[src/rtl/fetch_unit.sv]
// fetch_unit: instruction-fetch stage and IF/ID pipeline register.
// Keeps the PC, runs the rd_en/ack handshake towards instruction memory,
// parks a response in a one-entry buffer while IF is stalled, and drains a
// request whose response became stale because of a redirect.
module fetch_unit #(
  parameter int                   DATA_SIZE = 32,
  parameter logic [DATA_SIZE-1:0] RESET_PC  = '0
) (
  input  logic                 clock,
  input  logic                 reset,
  input  logic                 stall_if,
  input  logic                 stall_id,
  input  logic                 flush_id,
  input  logic [1:0]           pc_src,
  input  logic [DATA_SIZE-1:0] new_pc,
  output logic                 inst_mem_rd_en,
  output logic [DATA_SIZE-1:0] inst_mem_addr,
  input  logic                 inst_mem_ack,
  input  logic [31:0]          inst_mem_rd_dat,
  output logic [DATA_SIZE-1:0] pc_id,
  output logic [DATA_SIZE-1:0] pc_plus_4_id,
  output logic [31:0]          inst_id,
  output logic                 valid_id
);

  // pc_src encoding: 0 selects sequential PC+4, anything else is a redirect
  localparam logic [1:0] PC_PLUS_4 = 2'd0;

  localparam logic [1:0] FETCH = 2'd0;
  localparam logic [1:0] HOLD  = 2'd1;
  localparam logic [1:0] DRAIN = 2'd2;

  localparam logic [DATA_SIZE-1:0] ADDR_MASK = ~DATA_SIZE'(3);
  localparam logic [DATA_SIZE-1:0] FOUR      = DATA_SIZE'(4);
  localparam logic [31:0]          NOP       = 32'h0000_0013;

  logic [1:0]           state_q, state_d;
  logic [DATA_SIZE-1:0] pc_q, pc_d;
  logic [DATA_SIZE-1:0] drain_addr_q, drain_addr_d;
  logic [DATA_SIZE-1:0] hold_pc_q, hold_pc_d;
  logic [31:0]          hold_dat_q, hold_dat_d;

  logic [DATA_SIZE-1:0] pc_id_q, pc_id_d;
  logic [DATA_SIZE-1:0] pc_plus_4_id_q, pc_plus_4_id_d;
  logic [31:0]          inst_id_q, inst_id_d;
  logic                 valid_id_q, valid_id_d;

  logic                 redirect;
  logic                 avail;
  logic [DATA_SIZE-1:0] avail_pc;
  logic [31:0]          avail_dat;
  logic [DATA_SIZE-1:0] target_pc;

  assign redirect  = (pc_src != PC_PLUS_4);
  assign target_pc = new_pc & ADDR_MASK;

  // Request is live in FETCH and DRAIN; DRAIN keeps presenting the abandoned address
  assign inst_mem_rd_en = reset && (state_q != HOLD);
  assign inst_mem_addr  = ((state_q == DRAIN) ? drain_addr_q : pc_q) & ADDR_MASK;

  assign pc_id        = pc_id_q;
  assign pc_plus_4_id = pc_plus_4_id_q;
  assign inst_id      = inst_id_q;
  assign valid_id     = valid_id_q;

  // Fetch FSM: next PC, hold buffer, drain address and the instruction offered to IF/ID
  always_comb begin
    state_d      = state_q;
    pc_d         = pc_q;
    drain_addr_d = drain_addr_q;
    hold_pc_d    = hold_pc_q;
    hold_dat_d   = hold_dat_q;
    avail        = 1'b0;
    avail_pc     = pc_q;
    avail_dat    = inst_mem_rd_dat;
    case (state_q)
      FETCH: begin
        if (redirect) begin
          pc_d = target_pc;
          if (!inst_mem_ack) begin
            drain_addr_d = pc_q;
            state_d      = DRAIN;
          end
        end else if (inst_mem_ack) begin
          pc_d = pc_q + FOUR;
          if (stall_if) begin
            hold_pc_d  = pc_q;
            hold_dat_d = inst_mem_rd_dat;
            state_d    = HOLD;
          end else begin
            avail = 1'b1;
          end
        end
      end
      HOLD: begin
        if (redirect) begin
          pc_d    = target_pc;
          state_d = FETCH;
        end else if (!stall_if) begin
          avail     = 1'b1;
          avail_pc  = hold_pc_q;
          avail_dat = hold_dat_q;
          state_d   = FETCH;
        end
      end
      DRAIN: begin
        if (redirect) begin
          pc_d = target_pc;
        end
        if (inst_mem_ack) begin
          state_d = FETCH;
        end
      end
      default: state_d = FETCH;
    endcase
  end

  // IF/ID register: flush beats stall, stall beats a new instruction, idle loads a bubble
  always_comb begin
    pc_id_d        = pc_id_q;
    pc_plus_4_id_d = pc_plus_4_id_q;
    inst_id_d      = inst_id_q;
    valid_id_d     = valid_id_q;
    if (flush_id) begin
      inst_id_d  = NOP;
      valid_id_d = 1'b0;
    end else if (stall_id) begin
      valid_id_d = valid_id_q;
    end else if (avail) begin
      pc_id_d        = avail_pc;
      pc_plus_4_id_d = avail_pc + FOUR;
      inst_id_d      = avail_dat;
      valid_id_d     = 1'b1;
    end else begin
      inst_id_d  = NOP;
      valid_id_d = 1'b0;
    end
  end

  // State registers with synchronous active-low reset
  always_ff @(posedge clock) begin
    if (!reset) begin
      state_q        <= FETCH;
      pc_q           <= RESET_PC & ADDR_MASK;
      drain_addr_q   <= '0;
      hold_pc_q      <= '0;
      hold_dat_q     <= '0;
      pc_id_q        <= '0;
      pc_plus_4_id_q <= FOUR;
      inst_id_q      <= NOP;
      valid_id_q     <= 1'b0;
    end else begin
      state_q        <= state_d;
      pc_q           <= pc_d;
      drain_addr_q   <= drain_addr_d;
      hold_pc_q      <= hold_pc_d;
      hold_dat_q     <= hold_dat_d;
      pc_id_q        <= pc_id_d;
      pc_plus_4_id_q <= pc_plus_4_id_d;
      inst_id_q      <= inst_id_d;
      valid_id_q     <= valid_id_d;
    end
  end

endmodule

[config.mk]
export PLATFORM = sky130hd
export DESIGN_NAME = fetch_unit
export DESIGN_NICKNAME = d
export VERILOG_FILES = /design/src/rtl/fetch_unit.sv
export SDC_FILE = /design/constraint.sdc
export NUM_CORES = 1
export LEC_CHECK = 0
export ABC_AREA = 1
export BUFFER_PORTS_ARGS = -buffer_cell sky130_fd_sc_hd__buf_2
export CORE_ASPECT_RATIO = 0.5
export CORE_UTILIZATION = 50
export DETAILED_ROUTE_END_ITERATION = 10
export GPL_ROUTABILITY_DRIVEN = 0
export GPL_TIMING_DRIVEN = 1
export PLACE_DENSITY_LB_ADDON = 0.08
export REMOVE_ABC_BUFFERS = 1
export SLEW_MARGIN = 20
export SYNTH_ARGS = -nofsm -noshare
export SYNTH_HDL_FRONTEND = slang
export SYNTH_SLANG_ARGS = --single-unit
[constraint.sdc]
create_clock -name clock -period 3.4 [get_ports clock]
set_clock_uncertainty 0.1 [all_clocks]
set_input_delay 0.51 -clock clock [delete_from_list [all_inputs] [get_ports clock]]
set_output_delay 0.51 -clock clock [all_outputs]
set_load 0.005 [all_outputs]
==> reports/metrics.cfg <==
[status]
outcome = complete, no violations

[setup_path]
critPathMaxStageDelay_ns = 0.55
r2r_start = state_q[0]
rr_worst_depth = 10
path_cells = inv_1 -> ha_1 -> nand2_1 -> a211oi_4 -> inv_2 -> nor2_1 -> inv_1 -> a21oi_1 -> o21ai_0 -> nand2_1
critical_path.max_fanout = 30
critPathBufInv = 3
crit_family = compound AO/OA/AOI/OAI gates
cp_data_arrival_time_ns = 3.33
critPathRequiredTime_ns = 3.75
reg2reg_to = pc_plus_4_id[14]
reg2reg_slack_ns = 0.43
critPathLaunchType = register
end_kind = register
cpMaxStageDelayCell = inv_1
crit_type = register to register

[clock_tree]
clkTransAtPathRegs_ns = 0.07
clock_sinks = 221
cts_tree = yes
root_buffer = clkbuf_16
numCtsBuffers = 21
postCtsSetupBuffers = 0
ctsHoldBuffers = 0
postCtsResizedCells = 0
cts_max_path_buffers = 3
clock_latency_ns = 0.51
htree_levels = 1

[logic_synthesis]
yosysSeqAreaShare = 0.383
synth.top_cell.area_share = 0.383
synthCells = 1744
synth.area.top_cells = dfxtp_1 38%, nand2_1 16%, o21ai_0 8.9%
synthFlopType = dfxtp_1
yosys.area.top_type = dfxtp_1
synthAdderAreaFrac = 0.00541
synth_mux_area_frac = 0.0260
yosys_warnings = 0
yosysUniqueCellTypes = 46
netlist_area_um2 = 11600
synth.ff_latch_count = 221
syn_avg_cell_area_um2 = 6.63
synth-simple-area-share = 0.286
synth-compound-area-share = 0.194
synth_top_family_by_area = simple AND/OR/NAND/NOR gates
synth-edff-count = 0
yosys.area_share.xor_xnor = 0.00379
async_flop_share = 0

[grt]
grt_overflow = 0
grt_max_degree = 82
antenna_found_initial = 0
grt_pass1_wl_um = 56400
grt_pass1_vias = 10800
grt.total_usage = 0.297

[pwr]
leakage_uw = 0.00580
pwr_density_cell_nw_per_um2 = 561
irDropWorstVdd_mv = 0.315

[floorplanning]
core_area_um2 = 22200
start_util = 0.522
die_height_um = 110
pin_count = 202
dieArea_um2 = 23800
fp.dieW_um = 217
rows = 38

[worst_hold_path]
hp-start = new_pc[3]
hold_path_depth = 3
worst_hold_path.endpoint = pc_q[3]
min_path_type = input port to register

[sta]
setup_violations = 0
tns_ns = 0
timing.final.crit_period_ns = 2.97
fin_crit_sh = 0.874
worst_slew_pin_slew_ns = 0.977
hold_viol_final = 0
max_freq_mhz = 336
rsz0062_at_grt = false
slew_violations = 0
fin_ws_ns = 0.428
maxSlewHeadroom = 0.348

[cells_and_area]
final_cell_mix = 484 x nand2_1, 221 x dfxtp_1, 205 x o21ai_0
nets = 1941
final_common_cell = nand2_1
diodes = 0
drive_gt1_frac = 0.161
syn_to_final_growth_pct = 14.9
n_fill_cell = 2127

[place]
portBuffers = 197
dp_hpwl_um = 24900
dp_slack_ns = 0.343

[drt]
drc = 0
finalWirelength_um = 36100
num_vias = 12100
drt_first_pass_iters = 6
postRouteAntennaNets = 0
drt_iter0_markers = 1348
viasPerCell = 5.55
wire_per_inst_um = 16.6

[job]
maxCapViolations = 0

-- cells by family after synthesis --
logic type / Yosys count
adder cells (fa/ha/maj): 5
buffers and inverters: 278
AND/OR/NAND/NOR: 784
AO/OA/AOI/OAI: 420
other: 1
flip-flops: 221
multiplexers: 30
XOR/XNOR: 5
-- registers in the layout, indices dropped and copies added, names as in the netlist --
name,count
valid_id,1
hold_dat_q,32
pc_id,32
pc_q,30
hold_pc_q,32
state_q,2
pc_plus_4_id,30
inst_id,32
drain_addr_q,30
-- power by group --
part / total (uW) / internal (uW) / switching [uW]
Clock: 2600 / 1530 / 1070
Sequential: 3070 / 2780 / 285
Combinational: 1780 / 560 / 1220
Total: 7450 / 4870 / 2580
-- metal layers --
metal  up-vias  GRT usage  wire [um]
li1       5932          -          -
met1      5623      0.430      17000
met2       471      0.461      15400
met3        61     0.0409       2840
met4         0     0.0815        829
met5         -          0          0
-- worst min-delay path: stages --
cell and delay [ns]:
buf_2 0.07, mux2i_1 0.05, a21oi_1 0.11
-- synthesized netlist by cell type (2+ instances only) --
library cell  count
nor2_4            4
o21ai_0         206
o31ai_1           2
nand4_1          11
clkbuf_1         82
a221oi_1          4
buf_4            12
nand3b_1          2
and2_1            3
mux2i_1          30
nand3_1         123
a21oi_1         153
inv_2             5
a31oi_1           5
nand2_1         484
inv_1           150
xor2_1            5
nor2_2            9
a22o_1            2
nor3_1           12
o22ai_1           3
nor2_8            2
dfxtp_1         221
nor2_1          108
ha_1              5
o211ai_1         10
nor3b_1           2
buf_6             7
a22oi_1           2
nand2_2          12
buf_2            20
o21a_1            6
a211oi_1          9
o21ai_1          12
o21ai_2           2
nor4_1            3
or2_2             7
-- final cells by class --
type	instances	area, um^2	area share
Timing Repair Buffer	219	1170	0.0878
Tap cell	300	375	0.0283
Clock inverter	9	153	0.0115
Sequential cell	221	4420	0.333
Multi-Input combinational cell	1246	5990	0.451
Inverter	155	582	0.0438
Clock buffer	27	588	0.0443
-- how the worst max path moves through the flow --
stage / cells past startpoint / endpoint / from
finish: 10 / pc_plus_4_id[14] / state_q[0]
detailed placement: 10 / pc_plus_4_id[14] / stall_if
floorplan: 7 / pc_q[2] / state_q[0]
global route: 10 / pc_plus_4_id[14] / state_q[0]
global placement: 10 / pc_plus_4_id[14] / stall_if
CTS: 10 / pc_plus_4_id[14] / state_q[0]
-- through the flow --
step	std cells	total power, uW	area (um^2)	util	hold WS, ns
global route	2177	7810	13300	0.599	0.195
CTS	2177	7440	13300	0.599	0.165
detailed placement	2141	4850	12500	0.566	0.338
global placement	2141	4800	12500	0.566	0.334
floorplan	1622	4100	11000	-	0.324
finish	2177	7450	13300	0.599	0.170
Note: power is estimated with default switching activity, not from simulation.
